==> src/rtl/rtc_fields_pkg.sv <==
// -----------------------------------------------------------------------------
// rtc_fields_pkg
// Shared definitions for the RTC/chronometer register bank write controller:
//   - bank addresses of every field (time, date, chronometer, cursor pointer)
//   - packed-BCD min/max bounds of each editable field
//   - edit sequencer state and edit direction enums
//   - field_range(): maps a bank address to its editable BCD range
// -----------------------------------------------------------------------------
package rtc_fields_pkg;

  // Bank addresses of the stored fields.
  localparam int unsigned FLD_SEG  = 1;   // seconds
  localparam int unsigned FLD_MIN  = 2;   // minutes
  localparam int unsigned FLD_HOR  = 3;   // hours
  localparam int unsigned FLD_DIA  = 4;   // day of month
  localparam int unsigned FLD_MES  = 5;   // month
  localparam int unsigned FLD_ANO  = 6;   // year
  localparam int unsigned FLD_CSEG = 9;   // chronometer seconds
  localparam int unsigned FLD_CMIN = 10;  // chronometer minutes
  localparam int unsigned FLD_CHOR = 11;  // chronometer hours
  localparam int unsigned FLD_PTR  = 12;  // cursor pointer (read-only here)

  // Packed 2-digit BCD bounds per field kind.
  localparam logic [7:0] SEG_LO = 8'h00;
  localparam logic [7:0] SEG_HI = 8'h59;
  localparam logic [7:0] MIN_LO = 8'h00;
  localparam logic [7:0] MIN_HI = 8'h59;
  localparam logic [7:0] HOR_LO = 8'h00;
  localparam logic [7:0] HOR_HI = 8'h23;
  localparam logic [7:0] DIA_LO = 8'h01;
  localparam logic [7:0] DIA_HI = 8'h31;
  localparam logic [7:0] MES_LO = 8'h01;
  localparam logic [7:0] MES_HI = 8'h12;
  localparam logic [7:0] ANO_LO = 8'h00;
  localparam logic [7:0] ANO_HI = 8'h99;

  typedef enum logic [1:0] {
    IDLE     = 2'd0,
    RD_ISSUE = 2'd1,
    RD_WAIT  = 2'd2,
    WR       = 2'd3
  } edit_state_e;

  typedef enum logic {
    DIR_DEC = 1'b0,
    DIR_INC = 1'b1
  } edit_dir_e;

  typedef struct packed {
    logic       editable;
    logic [7:0] lo;
    logic [7:0] hi;
  } field_range_t;

  // Chronometer fields share the bounds of their clock counterparts.
  function automatic field_range_t field_range(input int unsigned addr);
    field_range_t r;
    r = '{editable: 1'b0, lo: 8'h00, hi: 8'h00};
    case (addr)
      FLD_SEG, FLD_CSEG: r = '{editable: 1'b1, lo: SEG_LO, hi: SEG_HI};
      FLD_MIN, FLD_CMIN: r = '{editable: 1'b1, lo: MIN_LO, hi: MIN_HI};
      FLD_HOR, FLD_CHOR: r = '{editable: 1'b1, lo: HOR_LO, hi: HOR_HI};
      FLD_DIA:           r = '{editable: 1'b1, lo: DIA_LO, hi: DIA_HI};
      FLD_MES:           r = '{editable: 1'b1, lo: MES_LO, hi: MES_HI};
      FLD_ANO:           r = '{editable: 1'b1, lo: ANO_LO, hi: ANO_HI};
      default:           r = '{editable: 1'b0, lo: 8'h00, hi: 8'h00};
    endcase
    return r;
  endfunction

endpackage

==> src/rtl/bcd_step.sv <==
// -----------------------------------------------------------------------------
// bcd_step
// Combinational one-step increment/decrement of a packed 2-digit BCD value
// constrained to [min_val, max_val], wrapping at both ends.
// A value with a non-BCD nibble or outside the range is treated as corrupt:
// increment loads min_val, decrement loads max_val.
// Ports:
//   value   in  8  current field value (packed BCD)
//   min_val in  8  lowest legal value (packed BCD)
//   max_val in  8  highest legal value (packed BCD)
//   dir     in  -  DIR_INC or DIR_DEC
//   result  out 8  stepped value (packed BCD)
// -----------------------------------------------------------------------------
module bcd_step
  import rtc_fields_pkg::*;
(
  input  logic [7:0] value,
  input  logic [7:0] min_val,
  input  logic [7:0] max_val,
  input  edit_dir_e  dir,
  output logic [7:0] result
);

  logic digits_ok;
  logic in_range;

  always_comb begin
    // NOTE: every variable written here gets a value before any branch, so no
    // path can leave one unassigned and infer a latch.
    digits_ok = (value[7:4] <= 4'd9) && (value[3:0] <= 4'd9);
    // With both digits legal, packed BCD orders exactly like its binary
    // encoding, so the bounds can be compared directly.
    in_range  = digits_ok && (value >= min_val) && (value <= max_val);
    result    = value;

    if (!in_range) begin
      result = (dir == DIR_INC) ? min_val : max_val;
    end else if (dir == DIR_INC) begin
      if (value == max_val)         result = min_val;
      else if (value[3:0] == 4'd9)  result = {value[7:4] + 4'd1, 4'd0};
      else                          result = value + 8'd1;
    end else begin
      if (value == min_val)         result = max_val;
      else if (value[3:0] == 4'd0)  result = {value[7:4] - 4'd1, 4'd9};
      else                          result = value - 8'd1;
    end
  end

endmodule

==> src/rtl/rtc_mem_write_ctrl.sv <==
// -----------------------------------------------------------------------------
// rtc_mem_write_ctrl
// Owner of the single write port of the 16x8 RTC/chronometer register bank.
// Arbitrates round-robin between
//   - the RTC read-back path (single-cycle field writes, request held until
//     granted), and
//   - the user edit path (read-modify-write BCD inc/dec of the field selected
//     by the cursor pointer: IDLE -> RD_ISSUE -> RD_WAIT -> WR).
// The cursor pointer address is never written; an RTC write aimed at it is
// granted but the strobe is suppressed.
// Ports:
//   clk, reset          clock, asynchronous active-high reset
//   rtc_req/addr/data   RTC write request
//   rtc_gnt             one-cycle grant, request consumed
//   edit_inc/edit_dec   one-cycle edit pulses
//   puntero             selected field address
//   mem_w/addr_w/data_w bank write port
//   mem_addr_rd         bank read address (bank output registered)
//   mem_data_rd         bank read data, valid the cycle after mem_addr_rd
//   busy                edit sequence in progress
//   edit_done           pulse with the edit write strobe
//   edit_err            pulse when an edit targets a non-editable address
// -----------------------------------------------------------------------------
module rtc_mem_write_ctrl
  import rtc_fields_pkg::*;
#(
  parameter int ADDR_W   = 4,
  parameter int DATA_W   = 8,
  parameter int PTR_ADDR = 12
) (
  input  logic              clk,
  input  logic              reset,
  input  logic              rtc_req,
  input  logic [ADDR_W-1:0] rtc_addr,
  input  logic [DATA_W-1:0] rtc_data,
  output logic              rtc_gnt,
  input  logic              edit_inc,
  input  logic              edit_dec,
  input  logic [ADDR_W-1:0] puntero,
  output logic              mem_w,
  output logic [ADDR_W-1:0] mem_addr_w,
  output logic [DATA_W-1:0] mem_data_w,
  output logic [ADDR_W-1:0] mem_addr_rd,
  input  logic [DATA_W-1:0] mem_data_rd,
  output logic              busy,
  output logic              edit_done,
  output logic              edit_err
);

  edit_state_e       state;
  edit_state_e       state_nxt;
  logic              pending;     // captured edit waiting for the write port
  edit_dir_e         dir_q;
  logic [ADDR_W-1:0] field_q;
  logic              last_edit;   // last port grant went to the edit path
  logic [DATA_W-1:0] new_val;
  field_range_t      rng;
  logic [7:0]        step_result;

  logic edit_pulse;
  logic capture;
  logic rtc_win;
  logic edit_take;

  // Simultaneous inc and dec cancel out and are ignored.
  assign edit_pulse = edit_inc ^ edit_dec;
  // Only one edit is tracked; pulses while one is pending or running drop.
  assign capture    = (state == IDLE) && !pending && edit_pulse;
  // The RTC yields to a pending edit only if it held the port last.
  assign rtc_win    = (state == IDLE) && rtc_req && (!pending || last_edit);
  assign edit_take  = (state == IDLE) && pending && !rtc_win;

  assign rng  = field_range(32'(field_q));
  assign busy = (state != IDLE);

  bcd_step u_bcd_step (
    .value   (mem_data_rd[7:0]),
    .min_val (rng.lo),
    .max_val (rng.hi),
    .dir     (dir_q),
    .result  (step_result)
  );

  always_ff @(posedge clk or posedge reset) begin
    if (reset) begin
      state     <= IDLE;
      pending   <= 1'b0;
      dir_q     <= DIR_INC;
      field_q   <= '0;
      last_edit <= 1'b0;
      new_val   <= '0;
      edit_err  <= 1'b0;
    end else begin
      // NOTE: sequential state uses non-blocking assignments so every register
      // samples pre-edge values regardless of statement order.
      state    <= state_nxt;
      edit_err <= 1'b0;

      if (capture) begin
        pending <= 1'b1;
        dir_q   <= edit_inc ? DIR_INC : DIR_DEC;
        field_q <= puntero;
      end else if (edit_take) begin
        pending <= 1'b0;
      end

      if (rtc_win)        last_edit <= 1'b0;
      else if (edit_take) last_edit <= 1'b1;

      // A non-editable target is consumed here and reported next cycle.
      if (edit_take && !rng.editable) edit_err <= 1'b1;

      // Bank data is valid in RD_WAIT; hold the result for the WR strobe.
      if (state == RD_WAIT) new_val <= DATA_W'(step_result);
    end
  end

  always_comb begin
    state_nxt   = state;
    rtc_gnt     = 1'b0;
    mem_w       = 1'b0;
    mem_addr_w  = '0;
    mem_data_w  = '0;
    mem_addr_rd = '0;
    edit_done   = 1'b0;

    // NOTE: these outputs decode live inputs, so they are gated by reset
    // directly; otherwise a held rtc_req would grant while reset is asserted.
    if (!reset) begin
      case (state)
        IDLE: begin
          if (rtc_win) begin
            rtc_gnt = 1'b1;
            if (rtc_addr != ADDR_W'(PTR_ADDR)) begin
              mem_w      = 1'b1;
              mem_addr_w = rtc_addr;
              mem_data_w = rtc_data;
            end
          end else if (edit_take && rng.editable) begin
            state_nxt = RD_ISSUE;
          end
        end
        RD_ISSUE: begin
          mem_addr_rd = field_q;
          state_nxt   = RD_WAIT;
        end
        RD_WAIT: begin
          state_nxt = WR;
        end
        WR: begin
          mem_w      = 1'b1;
          mem_addr_w = field_q;
          mem_data_w = new_val;
          edit_done  = 1'b1;
          state_nxt  = IDLE;
        end
        default: begin
          state_nxt = IDLE;
        end
      endcase
    end
  end

endmodule

==> config.mk <==
export PLATFORM = sky130hd
export DESIGN_NAME = rtc_mem_write_ctrl
export DESIGN_NICKNAME = d
export VERILOG_FILES = /design/src/rtl/rtc_fields_pkg.sv /design/src/rtl/bcd_step.sv /design/src/rtl/rtc_mem_write_ctrl.sv
export SDC_FILE = /design/constraint.sdc
export NUM_CORES = 1
export LEC_CHECK = 0
export BUFFER_PORTS_ARGS = -buffer_cell sky130_fd_sc_hd__buf_2
export CAP_MARGIN = 10
export CORE_ASPECT_RATIO = 0.8
export CORE_MARGIN = 2
export CORE_UTILIZATION = 49
export DETAILED_ROUTE_END_ITERATION = 6
export PLACE_DENSITY_LB_ADDON = 0.2
export SYNTH_ARGS = -nofsm -noshare
export SYNTH_HDL_FRONTEND = slang
export SYNTH_SLANG_ARGS = --single-unit
==> constraint.sdc <==
create_clock -name clk -period 3.2 [get_ports clk]
set_input_delay 0.48 -clock clk [delete_from_list [all_inputs] [get_ports clk]]
set_output_delay 0.48 -clock clk [all_outputs]
set_load 0.01 [all_outputs]
# Word level (Yosys, flattened, before mapping)
# Memory sizes are Yosys's and may differ from the RTL's.
# Index checks and enable logic that the tools add are counted.
totals:
  regBits: 18
  mem_bits_ro: 144
  in_bits: 29
  output_inout_bits: 21
  elab_cells: 83
  memories: 1
op_classes:
  add_sub_neg: 4
  magnitude_cmp: 4
  n_eq_ne: 9
  n_mux: 35
  bitwise_logic: 2
  n_reduce_logical: 21
memory_table:
  columns: ["name", "depth", "width", "read_ports", "rd_ports_with_merged_regs", "wr", "line", "rtl"]
  rows:
  - ["(name not given)", 16, 9, 1, 0, 0, "rtc_fields_pkg.sv:59", "case (addr)"]
ops:
  columns: ["operator", "count"]
  rows:
  - ["$mux W8", 10]
  - ["$mux W4", 5]
  - ["$eq A8 B8 Y1", 2]
  - ["$pmux W8 S2", 1]
  - ["$mux W1", 14]
  - ["$logic_and A1 B1 Y1", 11]
  - ["$add A8 B1 Y8 const B", 1]
  - ["$ge A8 B8 Y1", 1]
  - ["$le A4 B4 Y1 const B", 2]
  - ["$le A8 B8 Y1", 1]
  - ["$pmux W2 S4", 1]
  - ["$pmux W4 S2", 1]
  - ["$sub A8 B1 Y8 const B", 1]
  - ["$reduce_bool A2 Y1", 3]
  - ["$add A4 B1 Y4 const B", 1]
  - ["$eq A2 B2 Y1 const B", 2]
  - ["$eq A4 B4 Y1 const B", 1]
  - ["$logic_not A4 Y1", 1]
  - ["$mux W2", 2]
  - ["$ne A4 B4 Y1 const B", 1]
  - ["$sub A4 B1 Y4 const B", 1]
  - ["$logic_not A1 Y1", 3]
  - ["$reduce_and A3 Y1", 1]
  - ["$eq A2 B1 Y1 const B", 1]
  - ["7 further kinds", 7]

# Depth between registers and ports, before layout
# Gate-level depths: netlist of the first run.
depth:
  word_depth: 9
  ltp_mapped: 11
  depth_no_buf: 11

# Cells and area by module
# A second synthesis of the first run with hierarchy kept.
unflattened:
  cells_unflattened: 274
  area_unflattened_um2: 2268.4
by_module_without_submodules:
  columns: ["module", "instances", "cells_per_inst", "area_per_inst_um2", "seq_area_each_um2"]
  rows:
  - ["rtc_mem_write_ctrl", 1, 121, 1201.2, 451.7]
  - ["bcd_step", 1, 153, 1067.3, 0.0]

# Worst setup path after synthesis of the first run
# No wires, ideal clock.
synth_path:
  kind: "flip-flop to flip-flop"
  from: "register field_q[0]"
  to: "register new_val[7]"
  setup_time_ns: 0.126
  t_arrival_ns: 2.878
  slack_ns: 0.196
  stages_incl_launch_ff: 12
  path_buffers: 0
  period_less_slack_ns: 3.004
  cell_sequence: "dfrtp_1 inv_1 ha_1 nor2b_1 a21oi_1 ha_1 nand2_1 or4b_1 or2_2 o21ai_2 a31oi_1 a221o_1"
synth_between:
  elab_chain_cells: 5
synth_lines:
  columns: ["element", "line", "rtl"]
  rows:
  - ["from (decl)", "rtc_mem_write_ctrl.sv:54", "logic [ADDR_W-1:0] field_q;"]
  - ["from (signal assigned)", "rtc_mem_write_ctrl.sv:102", "field_q <= puntero;"]
  - ["$mem_v2 Z16 W9 (*)", null, null]
  - ["$ge A8 B8 Y1 (tied with other cells)", "bcd_step.sv:33", "in_range = digits_ok && (value >= min_val) && (value <= max_val);"]
  - ["$logic_and A1 B1 Y1 (tied with other cells)", "bcd_step.sv:33", null]
  - ["$logic_and A1 B1 Y1 / $mux W8 (equally long branches)", "bcd_step.sv:33, bcd_step.sv:38", null]
  - ["$mux W8 (*)", "bcd_step.sv:36", "if (!in_range) begin"]
  - ["to (signal assigned)", "rtc_mem_write_ctrl.sv:114", "if (state == RD_WAIT) new_val <= DATA_W'(step_result);"]
  - ["to (decl)", "rtc_mem_write_ctrl.sv:56", "logic [DATA_W-1:0] new_val;"]
# Every way passes the cells marked *; elsewhere a longest branch is shown, timed or not.
# A chain may end at the register's enable or synchronous reset.

# Final worst setup path of the first run
# Same ends and word-level chain as after synthesis.

==> results.cfg, run 1 <==
[finish]
areaGrowthSynthToFinish_pct = 18.33
n_antenna_cell = 0
fin_area_um2 = 2399
drive_gt1_frac = 0.2557
fin_cells = 360
final_core_util = 0.6184
fillers = 346
multi_input_area_um2 = 1468
regArea_um2 = 452.9
nets = 355

[clock_tree]
clockBufferDepth = 2
postCtsSetupRepairBufs = 0
clk_pin_slew_ns = 0.07
htreeDepth = 1
cts_root_buffer = clkbuf_8
cts.sinks = 18
cts_buffers = 3
insertion_delay_ns = 0.25
cts_tree = yes

[routing]
drc = 0
vias = 2071
ant_nets = 0
routed_wl_um = 5485
first_iter_violations = 147
via_per_inst = 5.753
first_pass_iters = 4
wl_per_cell_um = 15.24

[sta]
max_freq_mhz = 331.9
setup_viol = 0
slew_headroom = 0.4888
fin_crit_ns = 3.013
rsz0062_at_grt = false
tightest_slew_ns = 0.7609
clock_skew_ns = 0.007239
slew_violations = 0
tns_ns = 0
min_period_over_period = 0.9416
hold_viol_final = 0

[pwr]
fin_total_pwr_mw = 1.784
p_per_area_nw_per_um2 = 743.6
ir_drop_uv = 654.4
power_leakage_nw = 1.100

[yosys]
synth.avg_cell_area_um2 = 7.826
synth_xor_area_frac = 0.03025
synth_compound_area_frac = 0.2827
synthArstFlopShare = 1.000
synth.distinct_cells = 57
synthAdderAreaFrac = 0.1235
synthSimpleGateAreaFrac = 0.2543
synth_top_family_by_area = compound AO/OA/AOI/OAI gates
synth_seq_cells = 18
synth_cells = 259
ys_warn_count = 0
synth-main-ff-cell = dfrtp_1
synth_nets = 308
syn-cell-area_um2 = 2027
seq_area_frac_synth = 0.2228
synth_mux_area_frac = 0.02654
synth-edff-count = 0

[setup_path]
slowest_stage = or4b_1
reg2reg_depth = 11
cp_slowest_stage_delay_ns = 0.58
cp_top_family = simple AND/OR/NAND/NOR gates
crit_start = field_q[0]
regToRegStartpoint = field_q[0]
crit_path_cell_trace = inv_1, ha_1, nor2b_4, a21oi_2, ha_1, nand2_1, or4b_1, or2_2, o21ai_2, a31oi_1, a221o_1
cpMostUsedCell = ha_1
arrival_ns = 3.16
required_ns = 3.34
cp-start-kind = flip-flop
crit_fanout = 9
path_class = flip-flop to flip-flop
end_kind = flip-flop
cp_num_cells = 11
r2r_slack_ns = 0.19
critPathBufInv = 1

[floorplanning]
die_y_um = 61.53
ios = 50
die-area_um2 = 4670
rows = 20
die_x_um = 75.91
core_um2 = 3879
initial_utilization = 0.5226

[global_route]
grt_pass1_vias = 1825
grt_usage = 0.2338
antenna_found_initial = 0
grt_first_pass_wirelength_um = 8763
grt_max_degree = 21
grt.overflow.total = 0

[place]
placed_cell_area_um2 = 2328
hpwl_um = 4268
placedCellCount = 356
port_buffers = 49
gp_congestion = 0.8810

[flow_run]
max_cap_viol_count = 0

[min_path]
hp-class = primary input to asynchronous set/reset pin

[outcome]
outcome = finished clean
-- Yosys cell counts, drive strengths merged (2+ instances only) --
cell,instances,share of area
a211oi,4,0.015
a21boi,2,0.0074
a21o,2,0.0074
a21oi,12,0.030
a221oi,2,0.0086
a22oi,12,0.044
a31oi,4,0.012
and2,5,0.015
buf,2,0.0080
clkbuf,11,0.020
dfrtp,17,0.21
ha,20,0.12
inv,17,0.031
mux2,3,0.017
mux2i,2,0.0099
nand2,15,0.028
nand2b,6,0.019
nand3,4,0.0099
nand4,2,0.0062
nor2,34,0.063
nor2b,9,0.028
nor3,5,0.012
nor4,3,0.0093
nor4b,2,0.016
o211ai,3,0.011
o21ai,20,0.051
o221ai,2,0.0086
o22ai,4,0.012
o311ai,2,0.017
o31ai,3,0.011
o32a,2,0.0099
or2,4,0.012
or3,3,0.014
xnor2,6,0.026
-- worst reg2reg max path, delay by kind of cell, from the launching register on --
family | cells | cell delay, ns
simple gates | 4 | 1.16
compound gates | 4 | 0.70
fa+ha+maj | 2 | 0.61
flops | 1 | 0.35
buf+inv | 1 | 0.09
-- repair_timing --
action,CTS,global route
setup endpoints to repair,0,8
hold buffers,0,0
gates resized for setup,0,5
-- worst paths after layout --
check                                  end
worst max-delay path            new_val[7]
worst min-delay path              state[0]
worst max register to register  new_val[7]
worst min register to register   last_edit
max in group asynchronous       field_q[2]
min in group clk                field_q[1]
-- state kept, by name (all words and copies together), names as in the netlist --
| register | cells |
|---|---|
| state | 2 |
| field_q | 4 |
| last_edit | 1 |
| new_val | 8 |
| pending | 1 |
| dir_q | 1 |
| edit_err | 1 |
-- layer usage --
layer | up-vias | part of all wire | wire length (um) | global-route usage
li1 | 1035 | - | - | -
met1 | 964 | 0.48 | 2636 | 0.3441
met2 | 70 | 0.46 | 2507 | 0.3839
met3 | 2 | 0.060 | 330 | 0.03959
met4 | 0 | 0.0018 | 10 | 0.01299
met5 | - | 0 | 0 | 0
-- where the power goes --
group	total [mW]	switching, mW	leakage, nW	internal, mW
combinational	1.14	0.663	0.846	0.477
clock	0.184	0.0747	0.0288	0.109
sequential	0.459	0.125	0.225	0.334
-- cells in the final DEF (no fill, tap or decap), types with 2 or more instances in the layout --
cell type,netlist,routed
a21o_1,2,2
nand2_1,15,15
nor2_1,34,34
a221oi_1,2,2
inv_1,16,16
o22ai_1,4,4
buf_2,1,49
a31oi_1,4,4
a22oi_1,12,12
o21ai_0,18,18
a21oi_1,12,11
and2_1,5,5
ha_1,20,20
nor4_1,3,3
mux2i_1,2,2
xnor2_1,6,6
o211ai_1,3,3
nor3_1,5,5
o31ai_1,3,3
mux2_2,3,3
o221ai_1,2,2
nand2b_1,6,6
buf_4,0,6
nand3_1,4,4
a21boi_0,2,2
or2_2,3,3
o32a_1,2,2
a211oi_1,4,4
nor2b_1,9,7
or3_4,2,2
nand4_1,2,2
clkbuf_8,0,4
dfrtp_1,17,16
-- layout make-up --
class                   count  area share
clock buffers               4     0.02295
inverters                  17     0.02660
multi-input cells         211      0.6119
flip-flops and latches     18      0.1888
well taps                  55     0.02869
repair buffers             55      0.1210
-- logic make-up after synthesis --
| group | after synthesis |
|---|---|
| compound gates | 82 |
| xor+xnor | 7 |
| fa+ha+maj | 20 |
| buf+inv | 30 |
| flops | 18 |
| mux | 5 |
| simple gates | 97 |
-- through the flow --
step / worst slack (ns) / hold slack [ns]
after global placement: 0.2056 / 0.4762
after global routing: 0.03002 / 0.4509
after detailed placement: 0.07083 / 0.4787
after floorplan: 0.1964 / 0.4178
final: 0.1870 / 0.3813
after CTS: 0.06552 / 0.4021
No activity file was read; power rests on OpenSTA's default activity.
==> run 2: changes to the inputs <==
CORE_UTILIZATION = 58   (was 49)
clock period = 3.7 ns   (was 3.2 ns; I/O delays follow)
==> run 2 against run 1 <==
Against the previous run: power fell by 18%; via count rose by 2.0%; cell count down 5.3%; combinational power is 21% lower; highest routed layer unchanged; clock power down 11%; clock-buffer cell count is the same; die area decreased by 15%; hold slack better by 0.057 ns; worst setup slack improved by 0.17 ns; sequential cell count did not move.
==> results.cfg, run 2 (same netlist as run 1, synthesis figures left out) <==
[floorplanning]
rows = 19
die-area_um2 = 3987
die_y_um = 56.88
initial_utilization = 0.5962
die_x_um = 70.10
ios = 50
core_um2 = 3400

[sta]
slew_headroom = 0.3991
tightest_slew_ns = 0.8972
final.setup.worst_slack_ns = 0.3574
clock_skew_ns = 0.006091
tns_ns = 0
timing.hold.ws_ns = 0.4379
fin_crit_ns = 3.343
rsz0062_at_grt = false
min_period_over_period = 0.9034
setup_viol = 0
hold_viol_final = 0
slew_violations = 0
max_freq_mhz = 299.2

[clock_tree]
cts_resized = 0
hold_buffers = 0
postCtsSetupRepairBufs = 0
cts_buffers = 3
htreeDepth = 1
cts_root_buffer = clkbuf_8
insertion_delay_ns = 0.26
clockBufferDepth = 2
clk_pin_slew_ns = 0.07
cts.sinks = 18
cts_tree = yes

[place]
dp_slack_ns = 0.3761
port_buffers = 49
hpwl_um = 4130
gp_congestion = 0.9134
placed_cell_area_um2 = 2267
placedCellCount = 337

[finish]
drive_gt1_frac = 0.2274
largest_register_ffs = 8
nets = 349
fin_area_um2 = 2322
final_common_cell = buf_2
final_cell_mix = buf_2, nor2_1, ha_1, o21ai_0, dfrtp_1
fin_cells = 341
n_antenna_cell = 0
areaGrowthSynthToFinish_pct = 14.57
reg.largest.list = new_val: 8 flops, field_q: 4 flops, state: 2 flops
fillers = 298
regArea_um2 = 451.7
top_register = new_val
final_core_util = 0.6831
multi_input_area_um2 = 1454

[setup_path]
cp-start-kind = flip-flop
r2r_slack_ns = 0.36
arrival_ns = 3.49
end_kind = flip-flop
slowest_stage = or4b_1
crit_path_cell_trace = inv_1, ha_1, nor2b_1, a21oi_1, ha_1, nand2_1, or4b_1, or2_2, o21ai_2, a31oi_1, a221o_1
cp_slowest_stage_delay_ns = 0.60
regToRegStartpoint = field_q[0]
reg2reg_depth = 11
r2r_end = new_val[7]
cpMostUsedCell = ha_1
crit_fanout = 9
path_class = flip-flop to flip-flop
required_ns = 3.85

[min_path]
hp-class = primary input to asynchronous set/reset pin

[global_route]
grt_first_pass_wirelength_um = 8838
grt_pass1_vias = 1808
grt.overflow.total = 0
antenna_found_initial = 0
grt_max_degree = 21
grt_usage = 0.2790

[pwr]
fin_total_pwr_mw = 1.463
p_per_area_nw_per_um2 = 630.1
ir_drop_uv = 523.9
power_leakage_nw = 1.066

[outcome]
outcome = finished clean

[flow_run]
max_cap_viol_count = 0

[routing]
vias = 2112
wl_per_cell_um = 15.64
first_pass_iters = 4
drc = 0
first_iter_violations = 137
routed_wl_um = 5333
ant_nets = 0
via_per_inst = 6.194
[run 2: cell count changes in the layout (fill, tap and decap cells not counted)]
cell,previous run,this run
buf_4,6,0
nor2b_1,7,9
a21oi_1,11,12
a21oi_2,1,0
dfrtp_1,16,17
dfrtp_2,1,0
nor2b_2,1,0
nor2b_4,1,0
[run 2: critical path, delay by kind of cell, from the launching register on]
family,cells,cell delay (ns)
compound gates,4,0.77
fa+ha+maj,2,0.62
buf+inv,1,0.13
flops,1,0.46
simple gates,4,1.25
[run 2: cell type report]
| class | instances | area share |
|---|---|---|
| inverter | 17 | 0.02748 |
| clock buffer | 4 | 0.02371 |
| timing repair buffer | 49 | 0.1056 |
| multi-input combinational | 211 | 0.6261 |
| sequential | 18 | 0.1945 |
| tap | 42 | 0.02263 |
[run 2: layer usage]
layer | share of wire | GRT usage
met2 | 0.43 | 0.3918
met3 | 0.083 | 0.05386
met1 | 0.48 | 0.4252
met5 | 0 | 0
met4 | 0.011 | 0.08791
[run 2: report_power, final]
group	total (mW)	switching [mW]	internal (mW)	leakage, nW
registers	0.405	0.117	0.288	0.226
logic	0.896	0.536	0.360	0.811
clock network	0.163	0.0680	0.0947	0.0288
total	1.46	0.721	0.742	1.07
[run 2: worst max path at each step]
stage	end	start	cells past startpoint
finish	new_val[7]	field_q[0]	11
global placement	new_val[7]	field_q[0]	11
floorplan	new_val[7]	field_q[0]	11
global route	new_val[7]	field_q[0]	11
detailed placement	new_val[7]	field_q[0]	11
CTS	new_val[7]	field_q[0]	11
==> run 3: changes to the inputs <==
CORE_UTILIZATION = 32   (was 58)
RECOVER_POWER = 50   (was unset)
==> run 3 against run 2 <==
Against the previous run: combinational power grew 1%; hold slack gained 0.057 ns; cell count is 12% higher; die area is 75% higher; sequential share of layout area is 0.42 points lower; via count is 2.7% lower; clock power is essentially flat; cell area rose by 2.2%.
==> results.cfg, run 3 (same netlist as run 1, synthesis figures left out) <==
[outcome]
outcome = finished clean

[clock_tree]
postCtsSetupRepairBufs = 0
clk_pin_slew_ns = 0.07
cts_tree = yes
cts_resized = 0
cts_root_buffer = clkbuf_8
insertion_delay_ns = 0.26
clockBufferDepth = 2
cts_buffers = 3
cts.sinks = 18
hold_buffers = 0
htreeDepth = 1

[finish]
fin_area_um2 = 2374
nets = 350
fillers = 648
drive_gt1_frac = 0.2167
final_cell_mix = buf_2, nor2_1, ha_1, o21ai_0, dfrtp_1
reg.largest.list = new_val: 8 flops, field_q: 4 flops, state: 2 flops
n_antenna_cell = 0
final_core_util = 0.3952
regArea_um2 = 451.7
areaGrowthSynthToFinish_pct = 17.10
final_common_cell = buf_2
top_register = new_val
multi_input_area_um2 = 1454
largest_register_ffs = 8

[routing]
via_per_inst = 5.391
routed_wl_um = 5832
first_pass_iters = 4
drc = 0
vias = 2054
wl_per_cell_um = 15.31
ant_nets = 0
first_iter_violations = 178

[sta]
rsz0062_at_grt = false
clock_skew_ns = 0.003367
setup_viol = 0
hold_viol_final = 0
fin_crit_ns = 3.334
slew_violations = 0
final.setup.worst_slack_ns = 0.3663
max_freq_mhz = 300.0
tightest_slew_ns = 0.9652
min_period_over_period = 0.9010
tns_ns = 0
slew_headroom = 0.3535

[global_route]
grt_pass1_vias = 1861
grt_max_degree = 21
grt.overflow.total = 0
antenna_found_initial = 0
grt_usage = 0.1745
grt_first_pass_wirelength_um = 9653

[floorplanning]
die_y_um = 75.19
die_x_um = 92.98
rows = 25
ios = 50
initial_utilization = 0.3375
die-area_um2 = 6991
core_um2 = 6006

[pwr]
power_leakage_nw = 1.057
swShare = 0.4948
p_int_uw = 746.4
pwr-share-seq = 0.275
ir_drop_uv = 280.3
clkPwrFrac = 0.110
p_per_area_nw_per_um2 = 622.5
p_sw_uw = 731.1
power.share.combinational = 0.615
fin_total_pwr_mw = 1.477

[place]
gp_congestion = 0.8902
placed_cell_area_um2 = 2323
port_buffers = 49
hpwl_um = 4455
dp_slack_ns = 0.3758

[setup_path]
end_kind = flip-flop
cpMostUsedCell = ha_1
crit_path_cell_trace = inv_1, ha_1, nor2b_1, a21oi_1, ha_1, nand2_1, or4b_1, or2_2, o21ai_2, a31oi_1, a221o_1
required_ns = 3.84
arrival_ns = 3.48
cp-start-kind = flip-flop
cp_slowest_stage_delay_ns = 0.59
crit_fanout = 9
path_class = flip-flop to flip-flop
slowest_stage = or4b_1

[flow_run]
max_cap_viol_count = 0

[min_path]
hp-class = primary input to asynchronous set/reset pin
## run 3: power by group through the flow
| stage | clock, mW | sequential, mW | combinational (mW) |
|---|---|---|---|
| after floorplan | 0 | 0.342 | 0.706 |
| after global placement | 0 | 0.405 | 0.898 |
| after detailed placement | 0 | 0.407 | 0.898 |
| after CTS | 0.167 | 0.405 | 0.904 |
| after global routing | 0.173 | 0.425 | 1.04 |
| final | 0.163 | 0.406 | 0.909 |
## run 3: cell type report
cell class	instances	area share
Clock buffer	4	0.02319
Inverter	17	0.02688
Multi-Input combinational cell	211	0.6125
Sequential cell	18	0.1903
Tap cell	81	0.04270
Timing Repair Buffer	50	0.1044
## run 3: critical path: cells and delay by family (launching register included)
| kind | cells | cell delay (ns) |
|---|---|---|
| AND/OR/NAND/NOR | 4 | 1.24 |
| AO/OA/AOI/OAI | 4 | 0.77 |
| adder cells (fa/ha/maj) | 2 | 0.62 |
| flip-flops | 1 | 0.45 |
| buffers and inverters | 1 | 0.13 |
## run 3: worst paths after layout
check	from	end	slack [ns]	cells past startpoint
worst max-delay path	field_q[0]	new_val[7]	0.37	11
worst min-delay path	reset	new_val[0]	0.50	2
worst max register to register	field_q[0]	new_val[7]	0.37	11
worst min register to register	new_val[0]	new_val[0]	0.50	2
max in group asynchronous	reset	state[0]	2.77	2
min in group clk	puntero[1]	field_q[1]	0.50	3
## run 3: through the flow
step,hold slack (ns),std cells
2_1_floorplan,0.4526,259
3_3_place_gp,0.4813,377
6_report,0.4953,381
3_5_place_dp,0.4892,377
4_1_cts,0.4888,381
5_1_grt,0.5307,381
## run 3: routing by layer
metal  global-route usage  vias up  share of wire
met1               0.2670      961           0.53
met5                    0        -              0
met4              0.02614        0         0.0069
met3              0.03303        4          0.049
li1                     -     1032              -
met2               0.2601       57           0.42
